**src/rtl/cache_pkg.sv**
```systemverilog
// Shared cache geometry, controller state encoding and address field helpers.
// Also used by the tag and data array wrappers.
package cache_pkg;

  localparam int unsigned TAG_W = 25;
  localparam int unsigned IDX_W = 3;
  localparam int unsigned OFF_W = 4;
  localparam int unsigned BEATS = 4;
  localparam int unsigned SETS  = 1 << IDX_W;

  typedef enum logic [2:0] {
    ST_IDLE,
    ST_COMPARE,
    ST_MISS_REQ,
    ST_REFILL,
    ST_UPDATE,
    ST_RESPOND
  } state_t;

  function automatic logic [TAG_W-1:0] addr_tag(input logic [31:0] addr);
    return addr[31 -: TAG_W];
  endfunction

  function automatic logic [IDX_W-1:0] addr_idx(input logic [31:0] addr);
    return addr[OFF_W +: IDX_W];
  endfunction

  function automatic logic [31:0] line_addr(input logic [31:0] addr);
    return {addr[31:OFF_W], {OFF_W{1'b0}}};
  endfunction

endpackage

```
**src/rtl/cache_lru.sv**
```systemverilog
// Per-set LRU store: one bit per set naming the least-recently-used way.
// Combinational read port, synchronous write port, asynchronous clear.
module cache_lru #(
  parameter int unsigned SETS  = 8,
  parameter int unsigned IDX_W = 3
) (
  input  logic             clk,
  input  logic             rst,
  input  logic [IDX_W-1:0] rd_idx,
  output logic             rd_lru,
  input  logic             we,
  input  logic [IDX_W-1:0] wr_idx,
  input  logic             wr_lru
);

  logic [SETS-1:0] lru_q;

  always_ff @(posedge clk or posedge rst) begin
    if (rst) begin
      lru_q <= '0;
    end else if (we) begin
      lru_q[wr_idx] <= wr_lru;
    end
  end

  assign rd_lru = lru_q[rd_idx];

endmodule

```
**src/rtl/cache_lookup_ctrl.sv**
```systemverilog
// Lookup and miss-handling controller for the 2-way set-associative cache.
// Latches a read request, compares tags, refills a line on miss and owns LRU.
module cache_lookup_ctrl
  import cache_pkg::*;
#(
  parameter int unsigned TAG_W = cache_pkg::TAG_W,
  parameter int unsigned IDX_W = cache_pkg::IDX_W,
  parameter int unsigned OFF_W = cache_pkg::OFF_W,
  parameter int unsigned BEATS = cache_pkg::BEATS
) (
  input  logic             clk,
  input  logic             reset,
  input  logic             req_valid,
  input  logic [31:0]      req_addr,
  output logic             req_ready,
  output logic             resp_valid,
  output logic             resp_hit,
  input  logic [TAG_W-1:0] tag_q0,
  input  logic [TAG_W-1:0] tag_q1,
  input  logic             valid0,
  input  logic             valid1,
  output logic [IDX_W-1:0] set_idx,
  output logic [1:0]       way_sel,
  output logic             tagWrite,
  output logic             dataWrite,
  output logic [1:0]       word_sel,
  output logic             miss,
  output logic             mem_req,
  output logic [31:0]      mem_addr,
  input  logic             mem_ack,
  input  logic             mem_rvalid
);

  localparam int unsigned CNT_W = (BEATS > 1) ? $clog2(BEATS) : 1;
  localparam logic [CNT_W-1:0] LAST_BEAT = CNT_W'(BEATS - 1);

  state_t state, state_next;

  logic [31:0]      addr_r;
  logic             victim_r;
  logic [CNT_W-1:0] beat_cnt;

  logic [TAG_W-1:0] tag_a;
  logic [IDX_W-1:0] idx_a;
  logic             hit0, hit1, hit_any;
  logic             lru_rd, lru_we, lru_wr;
  logic             victim_next;
  logic [1:0]       victim_oh;
  logic             unused_off;

  assign tag_a      = addr_r[31 -: TAG_W];
  assign idx_a      = addr_r[OFF_W +: IDX_W];
  assign unused_off = ^addr_r[OFF_W-1:0];

  assign hit0    = valid0 & (tag_q0 == tag_a);
  assign hit1    = valid1 & (tag_q1 == tag_a);
  assign hit_any = hit0 | hit1;

  // Invalid ways are filled first (way 0 preferred) before LRU is consulted.
  assign victim_next = !valid0 ? 1'b0 : (!valid1 ? 1'b1 : lru_rd);
  assign victim_oh   = victim_r ? 2'b10 : 2'b01;

  // LRU bit holds the way to evict next, i.e. the way not just touched.
  assign lru_we = ((state == ST_COMPARE) && hit_any) || (state == ST_UPDATE);
  assign lru_wr = (state == ST_UPDATE) ? ~victim_r : hit0;

  cache_lru #(
    .SETS  (1 << IDX_W),
    .IDX_W (IDX_W)
  ) u_lru (
    .clk    (clk),
    .rst    (reset),
    .rd_idx (idx_a),
    .rd_lru (lru_rd),
    .we     (lru_we),
    .wr_idx (idx_a),
    .wr_lru (lru_wr)
  );

  always_ff @(posedge clk or posedge reset) begin
    if (reset) begin
      state <= ST_IDLE;
    end else begin
      state <= state_next;
    end
  end

  always_comb begin
    state_next = state;
    case (state)
      ST_IDLE:     if (req_valid) state_next = ST_COMPARE;
      ST_COMPARE:  state_next = hit_any ? ST_IDLE : ST_MISS_REQ;
      ST_MISS_REQ: if (mem_ack) state_next = ST_REFILL;
      ST_REFILL:   if (mem_rvalid && (beat_cnt == LAST_BEAT)) state_next = ST_UPDATE;
      ST_UPDATE:   state_next = ST_RESPOND;
      ST_RESPOND:  state_next = ST_IDLE;
      default:     state_next = ST_IDLE;
    endcase
  end

  always_ff @(posedge clk or posedge reset) begin
    if (reset) begin
      addr_r   <= '0;
      victim_r <= 1'b0;
      beat_cnt <= '0;
    end else begin
      if ((state == ST_IDLE) && req_valid) begin
        addr_r <= req_addr;
      end
      if ((state == ST_COMPARE) && !hit_any) begin
        victim_r <= victim_next;
      end
      if ((state == ST_MISS_REQ) && mem_ack) begin
        beat_cnt <= '0;
      end else if ((state == ST_REFILL) && mem_rvalid) begin
        beat_cnt <= beat_cnt + 1'b1;
      end
    end
  end

  always_comb begin
    req_ready  = 1'b0;
    resp_valid = 1'b0;
    resp_hit   = 1'b0;
    way_sel    = 2'b00;
    tagWrite   = 1'b0;
    dataWrite  = 1'b0;
    word_sel   = 2'b00;
    miss       = 1'b0;
    mem_req    = 1'b0;
    set_idx    = idx_a;
    mem_addr   = {addr_r[31:OFF_W], {OFF_W{1'b0}}};
    case (state)
      ST_IDLE: begin
        req_ready = 1'b1;
        set_idx   = '0;
      end
      ST_COMPARE: begin
        if (hit_any) begin
          resp_valid = 1'b1;
          resp_hit   = 1'b1;
          way_sel    = hit0 ? 2'b01 : 2'b10;
        end
      end
      ST_MISS_REQ: mem_req = 1'b1;
      ST_REFILL: begin
        miss      = 1'b1;
        way_sel   = victim_oh;
        dataWrite = mem_rvalid;
        word_sel  = 2'(beat_cnt);
      end
      ST_UPDATE: begin
        miss     = 1'b1;
        tagWrite = 1'b1;
        way_sel  = victim_oh;
      end
      ST_RESPOND: begin
        resp_valid = 1'b1;
        way_sel    = victim_oh;
      end
      default: ;
    endcase
  end

endmodule

```
**config.mk**
```make
export PLATFORM = sky130hd
export DESIGN_NAME = cache_lookup_ctrl
export DESIGN_NICKNAME = d
export VERILOG_FILES = /design/src/rtl/cache_pkg.sv /design/src/rtl/cache_lru.sv /design/src/rtl/cache_lookup_ctrl.sv
export SDC_FILE = /design/constraint.sdc
export NUM_CORES = 1
export LEC_CHECK = 0
export CORE_ASPECT_RATIO = 1.25
export CORE_MARGIN = 2
export CORE_UTILIZATION = 40
export CTS_CLUSTER_DIAMETER = 80
export DETAILED_ROUTE_END_ITERATION = 6
export GPL_TIMING_DRIVEN = 0
export PLACE_DENSITY = 0.93
export SLEW_MARGIN = 20
export SYNTH_ARGS = -nofsm -noshare
export SYNTH_HDL_FRONTEND = slang
export SYNTH_SLANG_ARGS = --single-unit
```
**constraint.sdc**
```tcl
create_clock -name clk -period 3.3 [get_ports clk]
set_input_delay 0.66 -clock clk [delete_from_list [all_inputs] [get_ports clk]]
set_output_delay 0.66 -clock clk [all_outputs]
set_load 0.02 [all_outputs]
```
# Word level (Yosys, flattened, before mapping)
# Index checks and enable logic that the tools add are counted.
word_totals:
  ram_bits: 0
  ff_bits: 46
  latch_bits: 0
  out_inout_bits: 46
  mem_count: 0
  in_bits: 89
  wordCells: 66
  rom_bits: 0
classes:
  multipliers: 0
  div: 0
  eq_ne: 11
  n_reduce_logical: 14
  n_addsub: 1
  n_lt_le_gt_ge: 2
  n_shift: 0
  bitwise_logic: 4
  muxes: 29
op_table:
  columns: ["cell", "count"]
  rows:
  - ["== test 25 bit", 2]
  - ["case mux 3 bit (5 select lines)", 1]
  - ["two-way mux 2 bit", 7]
  - ["two-way mux 1 bit", 12]
  - ["two-way mux 3 bit", 4]
  - ["bitwise mux 8 bit", 1]
  - ["logical AND 1 bit", 7]
  - ["== test 3 x 2 -> 1 bit (second input constant)", 2]
  - ["== test 3 bit (second input constant)", 2]
  - ["!= test 2 bit (second input constant)", 3]
  - ["< comparator 3 x 4 -> 1 bit (second input constant)", 1]
  - ["case mux 2 bit (2 select lines)", 1]
  - ["binary-select mux 1 bit (select 3 bit)", 1]
  - ["demux 1 bit (select 3 bit)", 1]
  - ["== test 3 x 1 -> 1 bit (second input constant)", 1]
  - [">= comparator 3 x 1 -> 1 bit (second input constant)", 1]
  - ["logical NOT 3 bit", 1]
  - ["AND reduction 3 bit", 1]
  - ["OR reduction 3 bit", 1]
  - ["adder 2 x 1 -> 2 bit (second input constant)", 1]
  - ["bitwise AND 1 bit", 2]
  - ["== test 2 bit (second input constant)", 1]
  - ["case mux 1 bit (2 select lines)", 1]
  - ["nonzero test 2 bit", 1]
  - ["5 further kinds", 5]

# Longest topological paths before layout
# Gate-level depths: netlist of run 1.
depth:
  depth_word: 5
  depth_mapped: 8
  depth_no_buf: 7

# Hierarchy
# A second synthesis of run 1 with hierarchy kept.
hier_totals:
  hier_cells: 220
  area_unflattened_um2: 2591.2
by_module_without_submodules:
  columns: ["module", "area_per_inst_um2", "cells_each", "seq_area_each_um2", "n_inst"]
  rows:
  - ["cache_lookup_ctrl", 2154.6, 192, 850.8, 1]
  - ["cache_lru", 436.7, 28, 200.2, 1]

# Worst setup path before layout of run 1
# Ideal clock, no wire load.
synth_path:
  path_type: "input to output"
  start: "input tag_q0[16]"
  end: "output resp_valid"
  arrival_time_ns: 2.094
  stages: 6
  required_ns: 2.640
  slack_ns: 0.546
  path_buffers: 0
  cell_sequence: "xor2_1 -> nor4b_1 -> nand3_1 -> nor4_1 -> a41oi_1 -> a21boi_0"
synth_between:
  elab_chain_cells: 5
synth_rtl:
  columns: ["element", "line", "text"]
  rows:
  - ["from (decl)", "cache_lookup_ctrl.sv:18", "input logic [TAG_W-1:0] tag_q0,"]
  - ["== test 25 bit", "cache_lookup_ctrl.sv:55", "assign hit0 = valid0 & (tag_q0 == tag_a);"]
  - ["bitwise AND 1 bit", "cache_lookup_ctrl.sv:55", null]
  - ["OR 1 bit", "cache_lookup_ctrl.sv:57", "assign hit_any = hit0 | hit1;"]
  - ["two-way mux 1 bit", "cache_lookup_ctrl.sv:139", "if (hit_any) begin"]
  - ["case mux 1 bit (2 select lines)", "cache_lookup_ctrl.sv:133", "case (state)"]
  - ["to (decl)", "cache_lookup_ctrl.sv:16", "output logic resp_valid,"]
# No other way between the ends.

# Final worst setup path of run 1
layout_path:
  start: "input tag_q0[2]"
  end: "output resp_valid"
# Same word-level chain as after synthesis.

==> results of run 1 <==
worst register-to-register path: stages, from the launching register on:
cell and delay (ns):
dfrtp_1 0.45, xnor2_1 0.26, nand4_1 0.20, nor4_2 0.28, nand4_2 0.19, buf_4 0.20, a21boi_4 0.17, buf_4 0.17
o2111ai_1 0.12, mux2_1 0.33
cells by family after synthesis:
| kind of cell | share of synthesized area [%] |
|---|---|
| xor gates and xnor gates | 16.9 |
| AOI/OAI and AO/OA | 7.53 |
| adders and majority gates | 0.474 |
| DFF | 39.8 |
| and+or+nand+nor | 14.5 |
| buffers and inverters | 3.84 |
| other | 0.142 |
| muxes | 16.8 |
path summary, 6_finish.rpt:
check / start / endpoint / depth (start not counted) / slack, ns
worst min-delay path: u_lru.lru_q[5] / u_lru.lru_q[5] / 1 / 0.49
worst max register to register: addr_r[22] / u_lru.lru_q[3] / 9 / 0.82
max in group asynchronous: reset / addr_r[9] / 3 / 2.12
worst min register to register: u_lru.lru_q[5] / u_lru.lru_q[5] / 1 / 0.49
worst max-delay path: tag_q0[2] / resp_valid / 8 / 0.05
min in group asynchronous: reset / addr_r[24] / 2 / 0.70
what timing repair did:
| action | CTS | global route |
|---|---|---|
| setup endpoints to repair | 4 | 5 |
| hold buffers | 0 | 0 |
| resized for setup | 21 | 20 |
| pin swaps | 4 | 7 |
| buffers inserted | 2 | 1 |
through the flow:
stage	setup TNS (ns)	worst slack, ns	cells
CTS	0	0.00499	477
finish	0	0.0509	478
global route	-0.0720	-0.0465	478
detailed placement	-1.74	-0.466	467
floorplan	0	0.546	253
global placement	-1.72	-0.475	466
cells in the mapped netlist (2+ instances only):
cell type | n | area (um2)
inv_1 | 6 | 22.5
buf_2 | 6 | 30.0
mux2_2 | 31 | 349
a21oi_1 | 4 | 20.0
o2111ai_1 | 5 | 43.8
nand4b_1 | 2 | 17.5
o31ai_1 | 2 | 15.0
a22oi_1 | 3 | 22.5
dfrtp_1 | 42 | 1050
nor4b_1 | 2 | 17.5
o22ai_1 | 2 | 12.5
mux2_1 | 4 | 45.0
nand2_1 | 9 | 33.8
buf_4 | 4 | 30.0
nor2_1 | 8 | 30.0
and3_1 | 2 | 12.5
xor2_1 | 25 | 219
nor3_1 | 6 | 30.0
nand4_1 | 10 | 62.6
o21ai_0 | 8 | 40.0
nand3_1 | 5 | 25.0
nor4_1 | 13 | 81.3
clkbuf_1 | 5 | 18.8
xnor2_1 | 26 | 228
mux2i_1 | 5 | 50.1
nor2b_1 | 3 | 18.8
per-layer routing:
metal / track usage, % / share of wire [%] / wire length [um]
met3: 4.21 / 5.7 / 473
met5: 0 / 0 / 0
met1: 23.9 / 37 / 3070
met2: 42.7 / 56 / 4670
met4: 6.82 / 1.5 / 126
registers in the layout, indices dropped and copies added (netlist names):
signal,count
victim_r,1
beat_cnt,2
state,3
u_lru.lru_q,8
addr_r,28
layout make-up:
| cell class | count | area, um2 | area share [%] |
|---|---|---|---|
| Buffer | 15 | 80.1 | 1.85 |
| Clock buffer | 5 | 68.8 | 1.59 |
| Clock inverter | 3 | 40.0 | 0.926 |
| Inverter | 6 | 22.5 | 0.521 |
| Multi-Input combinational cell | 190 | 1650 | 38.2 |
| Sequential cell | 42 | 1050 | 24.3 |
| Tap cell | 87 | 109 | 2.52 |
| Timing Repair Buffer | 130 | 1300 | 30.1 |
power by group through the flow:
stage,Clock [uW],Combinational [uW],Sequential (uW)
after floorplan,0,898,1140
after CTS,416,1940,989
after detailed placement,0,1910,988
final,405,2010,1010
after global routing,434,2140,1040
after global placement,0,1860,974
==> metrics.md, run 1 <==
| Metric | Value |
|---|---|
| Pins over their slew limit | `0` |
| Antenna violations before repair | `0` |
| Final hold slack | `about 0.5 ns` |
| VDD IR-drop max | `about 0.45 mV` |
| Router iterations before antenna repair | `5` |
| Routed Antenna Nets | `0` |
| Unique cell type count in the Yosys netlist | `38` |
| Core footprint | `6480 um2` |
| Arrival @ worst endpoint | `about 2.6 ns` |
| EDFF count, synth | `0` |
| Sequential power share | `29.5%` |
| CP max stage delay | `around 0.42 ns` |
| Endpoints failing hold | `0` |
| Starting density of the core | `40.7%` |
| Drc violations | `0` |
| DR iter-0 viols | `84` |
| Ys flop type | `dfrtp_1` |
| Die Y | `94.9 um` |
| Syn Area/Cell | `~11 um2` |
| Worst Path Buf+Inv | `2` |
| Register area share after synthesis | `approximately 40%` |
| Clock power share | `a little under an eighth` |
| Warnings from Yosys | `0` |
| Clock Path Buffers | `2` |
| Slew @ Worst Pin | `around 0.55 ns` |
| Sw Share | `a little over two fifths` |
| Lkg Pwr | `about 0.0018 uW` |
| DR vias | `roughly 2.6k` |
| P_sw | `between 1000 and 1500 uW` |
| Root buf cell | `clkbuf_8` |
| Largest net degree at the start of global routing | `24` |
| Setup CP Type | `primary input to primary output` |
| CTS sink cnt | `42` |
| CP max stage cell | `clkdlybuf4s50_1` |
| GRT Residual Overflow | `0` |
| Final Critical Period | `between 3 and 4 ns` |
| Antenna Cells | `0` |
| Final setup fails | `0` |
| Most used cells in the layout excluding fill and tap cells | `122 x clkdlybuf4s50_1, 42 x dfrtp_1, 31 x mux2_2` |
| Clock latency at the later pin of the worst-skew pair | `about 0.29 ns` |
| H-tree depth | `2` |
| Die X-Extent | `~77 um` |
| I/O pin total | `135` |
| DP HPWL | `approximately 6.6 mm` |
| Mapped Area | `approximately 2600 um2` |
| Commonest non-fill, non-tap cell in the layout | `clkdlybuf4s50_1` |
| Core Util, Final | `about two thirds` |
| Post-route clock period utilization | `a little over nine tenths` |
| Cell count after synthesis | `250` |
| Gr usage total | `between 20% and 30%` |
| Fin nets | `480` |
| Area after DPL | `just over 4000 um2` |
| CP Capture Type | `primary output` |
| CTS Buf Count | `5` |
| Post-layout instance area | `4330 um2` |
| Number of global-route vias before repair | `around 2.5k` |
| Setup clock skew after layout | `approximately 0.0083 ns` |
| Pwr dens | `792 nW/um2` |
| Min-delay worst type | `flip-flop to flip-flop` |
| I/O Buffers | `around 130` |
| Worst setup SP type | `primary input` |
| Final GP Congestion | `between 0.8 and 0.9` |
| Int Pwr | `between 1500 and 2000 uW` |
| Filler instances | `513` |
| Max Fclk | `0.308 GHz` |
| Crit-path cells | `clkdlybuf4s50_1 -> xnor2_1 -> and4_1 -> nand3_1 -> nor4_2 -> a41oi_1 -> a21boi_1 -> clkdlybuf4s15_2` |
| Max_slew headroom | `between 60% and 70%` |
| Area growth syn-to-layout | `63.8%` |
| Max-cap violations | `0` |
| Critical Path RT | `2.64 ns` |
| Total power | `3420 uW` |
| FF+latch count, synth | `between 40 and 50` |
| CP top delay family | `buffers and inverters` |
| Rows | `33` |
| First-pass GRT wire length | `roughly 12 mm` |
| Result of the run | `finished clean` |
| Share of synthesized registers carrying an async set or reset | `100%` |
| Logic pwr share | `58.7%` |
| Max FO, Critical Path | `3` |
| Clock-pin slew on the worst setup and hold paths | `~0.08 ns` |
| CTS tree | `yes` |
| DR WL/cell | `about 17 um` |
| Vias per cell | `roughly 5.4` |
| Total Routed Length | `approximately 8.3 mm` |
| Die area | `7270 um2` |
| Share of layout cells above drive strength 1 | `between 20% and 30%` |
Note: power is estimated with default switching activity, not from simulation.
==> inputs of run 2 (changes only) <==
ABC_AREA = 1   (was unset)
PLACE_DENSITY = 0.88   (was 0.93)
==> metrics.md, run 2 <==
| Metric | Value |
|---|---|
| Result of the run | `finished clean` |
| CP Launch Point | `tag_q0[5]` |
| Fin nets | `749` |
| Max-cap violations | `0` |
| CP max stage cell | `clkdlybuf4s50_1` |
| Ys flop type | `dfrtp_1` |
| Max_slew headroom | `a little over three fifths` |
| VDD IR-drop max | `~0.56 mV` |
| Crit-path cells | `clkdlybuf4s50_1 -> inv_1 -> nand2_1 -> nand2_1 -> nor4_1 -> nand4_1 -> nor2_1 -> nor2_1 -> nor2_1 -> dlygate4sd2_1` |
| DP HPWL | `roughly 9 mm` |
| CP Capture Type | `primary output` |
| Total power | `around 3600 uW` |
| Final setup fails | `0` |
| Post-synth top cells | `189 x nand2_1, 69 x inv_1, 64 x nor2_1` |
| Critical Path RT | `roughly 2.6 ns` |
| Hold_sp | `u_lru.lru_q[0]` |
| GRT Residual Overflow | `0` |
| FF+latch count, synth | `42` |
| Number of global-route vias before repair | `3980` |
| Syn Area/Cell | `~6 um2` |
| Core footprint | `slightly below 8000 um2` |
| Crit Reg-Reg Startpoint | `addr_r[12]` |
| Clock Path Buffers | `2` |
| Most used cells in the layout excluding fill and tap cells | `189 x nand2_1, 122 x clkdlybuf4s50_1, 68 x inv_1` |
| Root buf cell | `clkbuf_8` |
| R2R setup slack | `about 1.5 ns` |
| Worst Path Buf+Inv | `3` |
| Vias per cell | `~5.0` |
| Unique cell type count in the Yosys netlist | `34` |
| Pins over their slew limit | `0` |
| Area growth syn-to-layout | `48.9%` |
| Register bank with the most flops | `addr_r` |
| Min-delay worst type | `flip-flop to flip-flop` |
| Setup CP Type | `primary input to primary output` |
| H-tree depth | `2` |
| Largest register FFs | `28` |
| Drc violations | `0` |
| Die X-Extent | `~84 um` |
| RSZ-0062 raised after global routing | `false` |
| CP top delay family | `simple AND/OR/NAND/NOR gates` |
| Area contributors post-synth | `dfrtp_1 33%, nand2_1 22%, inv_1 8.2%, nor2_1 7.6%, a21oi_1 4.7%` |
| Post-route clock period utilization | `~96%` |
| First-pass GRT wire length | `about 18 mm` |
| Register area share after synthesis | `between 30% and 40%` |
| Post-synth top area share | `33.1%` |
| Starting density of the core | `around two fifths` |
| Router iterations before antenna repair | `4` |
| Setup clock skew after layout | `about 0.011 ns` |
| Count leader, synth | `nand2_1` |
| Die area | `8670 um2` |
| Clock latency at the later pin of the worst-skew pair | `about 0.31 ns` |
| Cell count after synthesis | `roughly 520` |
| Slew @ Worst Pin | `about 0.55 ns` |
| Antenna Cells | `0` |
| Clock-pin slew on the worst setup and hold paths | `0.10 ns` |
| Max Fclk | `between 0.3 and 0.4 GHz` |
| Warnings from Yosys | `0` |
| Sequential power share | `26.7%` |
| Total Routed Length | `10.9 mm` |
| Arrival @ worst endpoint | `between 2 and 3 ns` |
| Die Y | `~100 um` |
| Rows | `36` |
| P_sw | `between 1500 and 2000 uW` |
| CP dominant cell by count | `nor2_1` |
| CTS Buf Count | `5` |
| DR WL/cell | `14.5 um` |
| EDFF count, synth | `0` |
| Sw Share | `47.3%` |
| Logic pwr share | `59.0%` |
| Mapped Area | `roughly 3200 um2` |
| Pwr dens | `roughly 760 nW/um2` |
| Int Pwr | `approximately 1900 uW` |
| Area leader, netlist | `dfrtp_1` |
| Lkg Pwr | `roughly 0.0025 uW` |
| Max FO, Critical Path | `2` |
| Commonest non-fill, non-tap cell in the layout | `nand2_1` |
| Share of synthesized registers carrying an async set or reset | `100%` |
| DR vias | `about 3.8k` |
| Share of layout cells above drive strength 1 | `7.42%` |
| DR iter-0 viols | `between 200 and 250` |
| Endpoints failing hold | `0` |
| Gr usage total | `around a quarter` |
| Biggest regs | `addr_r (28), u_lru.lru_q (8), state (3)` |
| Routed Antenna Nets | `0` |
| I/O pin total | `135` |
| CTS tree | `yes` |
| Worst setup SP type | `primary input` |
| CP max stage delay | `0.48 ns` |
| Antenna violations before repair | `0` |
| Largest net degree at the start of global routing | `26` |
| CTS sink cnt | `42` |
| Final GP Congestion | `0.902` |
| Final Critical Period | `between 3 and 4 ns` |
| Core Util, Final | `61.0%` |
| I/O Buffers | `126` |
| Clock power share | `between 10 and 15%` |
run 2: final timing paths:
check | to | cells after the start
hold / removal | u_lru.lru_q[0] | 2
setup reg to reg | u_lru.lru_q[1] | 14
setup / recovery | resp_hit | 10
hold reg to reg | u_lru.lru_q[0] | 2
min in group asynchronous | u_lru.lru_q[0] | 2
max in group asynchronous | addr_r[30] | 3
run 2: power groups by stage:
stage | registers, uW | clock network [uW] | logic (uW)
finish | 955 | 511 | 2110
detailed placement | 957 | 0 | 2110
global route | 991 | 537 | 2330
CTS | 950 | 512 | 2110
floorplan | 1110 | 0 | 1060
global placement | 946 | 0 | 2050
run 2: cell families after synthesis:
| kind of cell | after synthesis | synth area share [%] |
|---|---|---|
| other cells | 1 | 0.118 |
| fa+ha+maj | 1 | 0.394 |
| buf+inv | 101 | 13.0 |
| compound gates | 47 | 8.12 |
| mux | 3 | 1.06 |
| xor+xnor | 10 | 2.76 |
| flops | 42 | 33.1 |
| simple gates | 317 | 41.4 |
run 2: worst register-to-register path: cells and delay by family, from the launching register on:
kind	cells	cell delay, ns
buf+inv	2	0.22
simple gates	12	1.08
flops	1	0.41
run 2: stage by stage:
| stage | area, um2 | setup TNS, ns | hold slack (ns) | setup slack, ns | instances |
|---|---|---|---|---|---|
| detailed placement | 4580 | -0.189 | 0.463 | -0.0817 | 747 |
| finish | 4720 | 0 | 0.483 | 0.122 | 755 |
| global route | 4720 | 0 | 0.512 | 0.00594 | 755 |
| floorplan | 3180 | 0 | 0.441 | 1.05 | 525 |
| global placement | 4560 | -0.239 | 0.454 | -0.116 | 746 |
| CTS | 4720 | 0 | 0.484 | 0.170 | 755 |
run 2: repair_timing:
| action | in CTS | in global routing |
|---|---|---|
| gates resized for setup | 5 | 0 |
| setup buffers | 0 | 0 |
| hold buffers | 0 | 0 |
| endpoints found under the setup margin | 4 | 0 |
run 2: final cells by class:
cell class	instances	area, um2
buffer	10	70.1
timing repair buffer	127	1280
multi-input combinational	382	1730
clock buffer	5	68.8
sequential	42	1050
clock inverter	3	68.8
fill	751	3020
tap	95	119
inverter	91	342
run 2: routing by layer:
| layer | vias up | routed length [um] | GRT usage [%] | part of all wire (%) |
|---|---|---|---|---|
| met5 | - | 0 | 0 | 0 |
| li1 | 1867 | - | - | - |
| met4 | 0 | 368 | 11.1 | 3.4 |
| met2 | 163 | 5530 | 45.3 | 51 |
| met3 | 35 | 732 | 5.50 | 6.7 |
| met1 | 1708 | 4280 | 28.3 | 39 |
==> inputs of run 3 (changes only) <==
CORE_ASPECT_RATIO = 0.9   (was 1.25)
SETUP_SLACK_MARGIN = 0.3   (was unset)
clock period = 3.11 ns   (was 3.3 ns; I/O delays follow)
==> metrics.md, run 3 (synthesized netlist as in run 2, its figures left out) <==
| Metric | Value |
|---|---|
| I/O pin total | `135` |
| CTS sink cnt | `42` |
| DR WL/cell | `14.7 um` |
| CP Capture Type | `primary output` |
| Lkg Pwr | `approximately 0.0027 uW` |
| Area growth syn-to-layout | `55.7%` |
| Starting density of the core | `between 40% and 50%` |
| VDD IR-drop max | `0.424 mV` |
| RSZ-0062 raised after global routing | `true` |
| Setup clock skew after layout | `~0.006 ns` |
| Placed cells | `748` |
| Register bank with the most flops | `addr_r` |
| Worst setup SP type | `primary input` |
| Arrival @ worst endpoint | `about 2.1 ns` |
| Hold Path Stages | `2` |
| Final Critical Period | `2.76 ns` |
| DR iter-0 viols | `260` |
| Most used routing layer | `met2` |
| Total Routed Length | `11.1 mm` |
| Antenna violations before repair | `0` |
| Router iterations before antenna repair | `5` |
| Number of global-route vias before repair | `approximately 3.8k` |
| Antenna Cells | `0` |
| Largest register FFs | `28` |
| Most used cells in the layout excluding fill and tap cells | `169 x nand2_1, 98 x clkdlybuf4s50_1, 68 x inv_1` |
| CP Launch Point | `tag_q0[15]` |
| Post-route clock period utilization | `about nine tenths` |
| Die area | `between 8000 and 9000 um2` |
| Setup CP Type | `primary input to primary output` |
| P_sw | `1900 uW` |
| Setup TNS | `0 ns` |
| Capturing point of the worst reg2reg path | `u_lru.lru_q[2]` |
| Rows | `30` |
| Met2 Use GR | `between 40% and 50%` |
| Routed Antenna Nets | `0` |
| Max FO, Critical Path | `3` |
| FF-to-FF path depth | `10` |
| Sw Share | `49.1%` |
| Die Y | `approximately 90 um` |
| GRT Residual Overflow | `0` |
| Max-cap violations | `0` |
| Max Fclk | `roughly 0.36 GHz` |
| Root buf cell | `clkbuf_8` |
| Area after DPL | `4590 um2` |
| DP HPWL | `9.02 mm` |
| Clock latency at the later pin of the worst-skew pair | `0.30 ns` |
| Hold_sp | `u_lru.lru_q[3]` |
| Die X-Extent | `slightly below 100 um` |
| Largest net degree at the start of global routing | `27` |
| Core Util, Final | `approximately two thirds` |
| Final setup fails | `0` |
| Grt met1 use | `~33%` |
| Drc violations | `0` |
| Multi-input gate area | `between 1500 and 2000 um2` |
| Logic pwr share | `between 60 and 70%` |
| Endpoints failing hold | `0` |
| Storage element area | `1050 um2` |
| Commonest non-fill, non-tap cell in the layout | `nand2_1` |
| Max_slew headroom | `~66%` |
| Hold endpoint | `u_lru.lru_q[3]` |
| Min-delay worst type | `flip-flop to flip-flop` |
| Crit Reg-Reg Startpoint | `addr_r[23]` |
| CTS Buf Count | `5` |
| Pins over their slew limit | `0` |
| Clock Path Buffers | `2` |
| # hold bufs at CTS | `0` |
| I/O Buffers | `between 100 and 150` |
| Met3 usage | `under 10%` |
| CTS tree | `yes` |
| Result of the run | `finished clean` |
| Slew @ Worst Pin | `around 0.51 ns` |
| Final hold slack | `around 0.48 ns` |
| R2R setup slack | `~1.2 ns` |
| Post-layout instance area | `4940 um2` |
| Core footprint | `between 7000 and 8000 um2` |
| DR vias | `around 3.9k` |
| Fin nets | `750` |
| Non-Filler Instances | `757` |
| Biggest regs | `addr_r (28), u_lru.lru_q (8), state (3)` |
| Pwr dens | `~780 nW/um2` |
| H-tree depth | `2` |
| First-pass GRT wire length | `17.8 mm` |
| Final GP Congestion | `slightly above 0.9` |
| Vias per cell | `between 5 and 6` |
| Clock power share | `a little under an eighth` |
| Filler instances | `675` |
| Int Pwr | `about 2000 uW` |
| Critical Path RT | `approximately 2.5 ns` |
| Share of layout cells above drive strength 1 | `roughly 15%` |
| Sequential power share | `between 20% and 30%` |
| Clock-pin slew on the worst setup and hold paths | `approximately 0.08 ns` |
| Gr usage total | `25.9%` |
==> run 3: worst max-delay path: stages <==
cell,delay [ns]
clkdlybuf4s50_1,0.51
inv_1,0.06
nand2_1,0.08
nand2_1,0.07
nor2_2,0.14
nand3_2,0.10
nor2_4,0.14
nand2_2,0.09
nand2_2,0.08
o21ai_1,0.07
inv_1,0.07
buf_6,0.11
==> run 3: final cells by class <==
| class | instances | share of cell area, % |
|---|---|---|
| multi-input combinational | 382 | 38.7 |
| timing repair buffer | 128 | 27.0 |
| sequential | 42 | 21.3 |
| inverter | 91 | 6.91 |
| tap | 96 | 2.43 |
| buffer | 10 | 1.42 |
| clock buffer | 5 | 1.39 |
| clock inverter | 3 | 0.810 |
==> run 3: repair_timing <==
action	in CTS	in global routing
hold endpoints to repair	0	0
resized for setup	29	69
cloned	0	0
setup endpoints to repair	4	4
buffers inserted	0	1
pin swaps	2	31
==> run 3: stage by stage <==
stage | total power (uW) | setup WS (ns)
finish | 3870 | 0.348
global route | 4140 | 0.267
CTS | 3750 | 0.304
detailed placement | 3270 | -0.185
global placement | 3190 | -0.184
floorplan | 2300 | 0.938
==> run 3: metal layers <==
layer / wire length [um] / part of all wire [%]
met2: 5300 / 48
met4: 197 / 1.8
met3: 958 / 8.6
met1: 4640 / 42
met5: 0 / 0
==> run 3: power by group through the flow <==
stage / sequential (uW) / combinational, uW / clock (uW)
6_report: 1040 / 2380 / 443
5_1_grt: 1080 / 2600 / 466
4_1_cts: 1020 / 2290 / 446
3_5_place_dp: 1010 / 2250 / 0
3_3_place_gp: 1000 / 2190 / 0
2_1_floorplan: 1180 / 1120 / 0
==> run 3: worst max-delay path by stage <==
stage	slack [ns]	depth (start not counted)	endpoint
finish	0.35	12	resp_valid
global route	0.27	12	resp_valid
CTS	0.30	12	resp_valid
detailed placement	-0.19	11	resp_valid
global placement	-0.18	11	resp_valid
floorplan	0.94	7	way_sel[0]
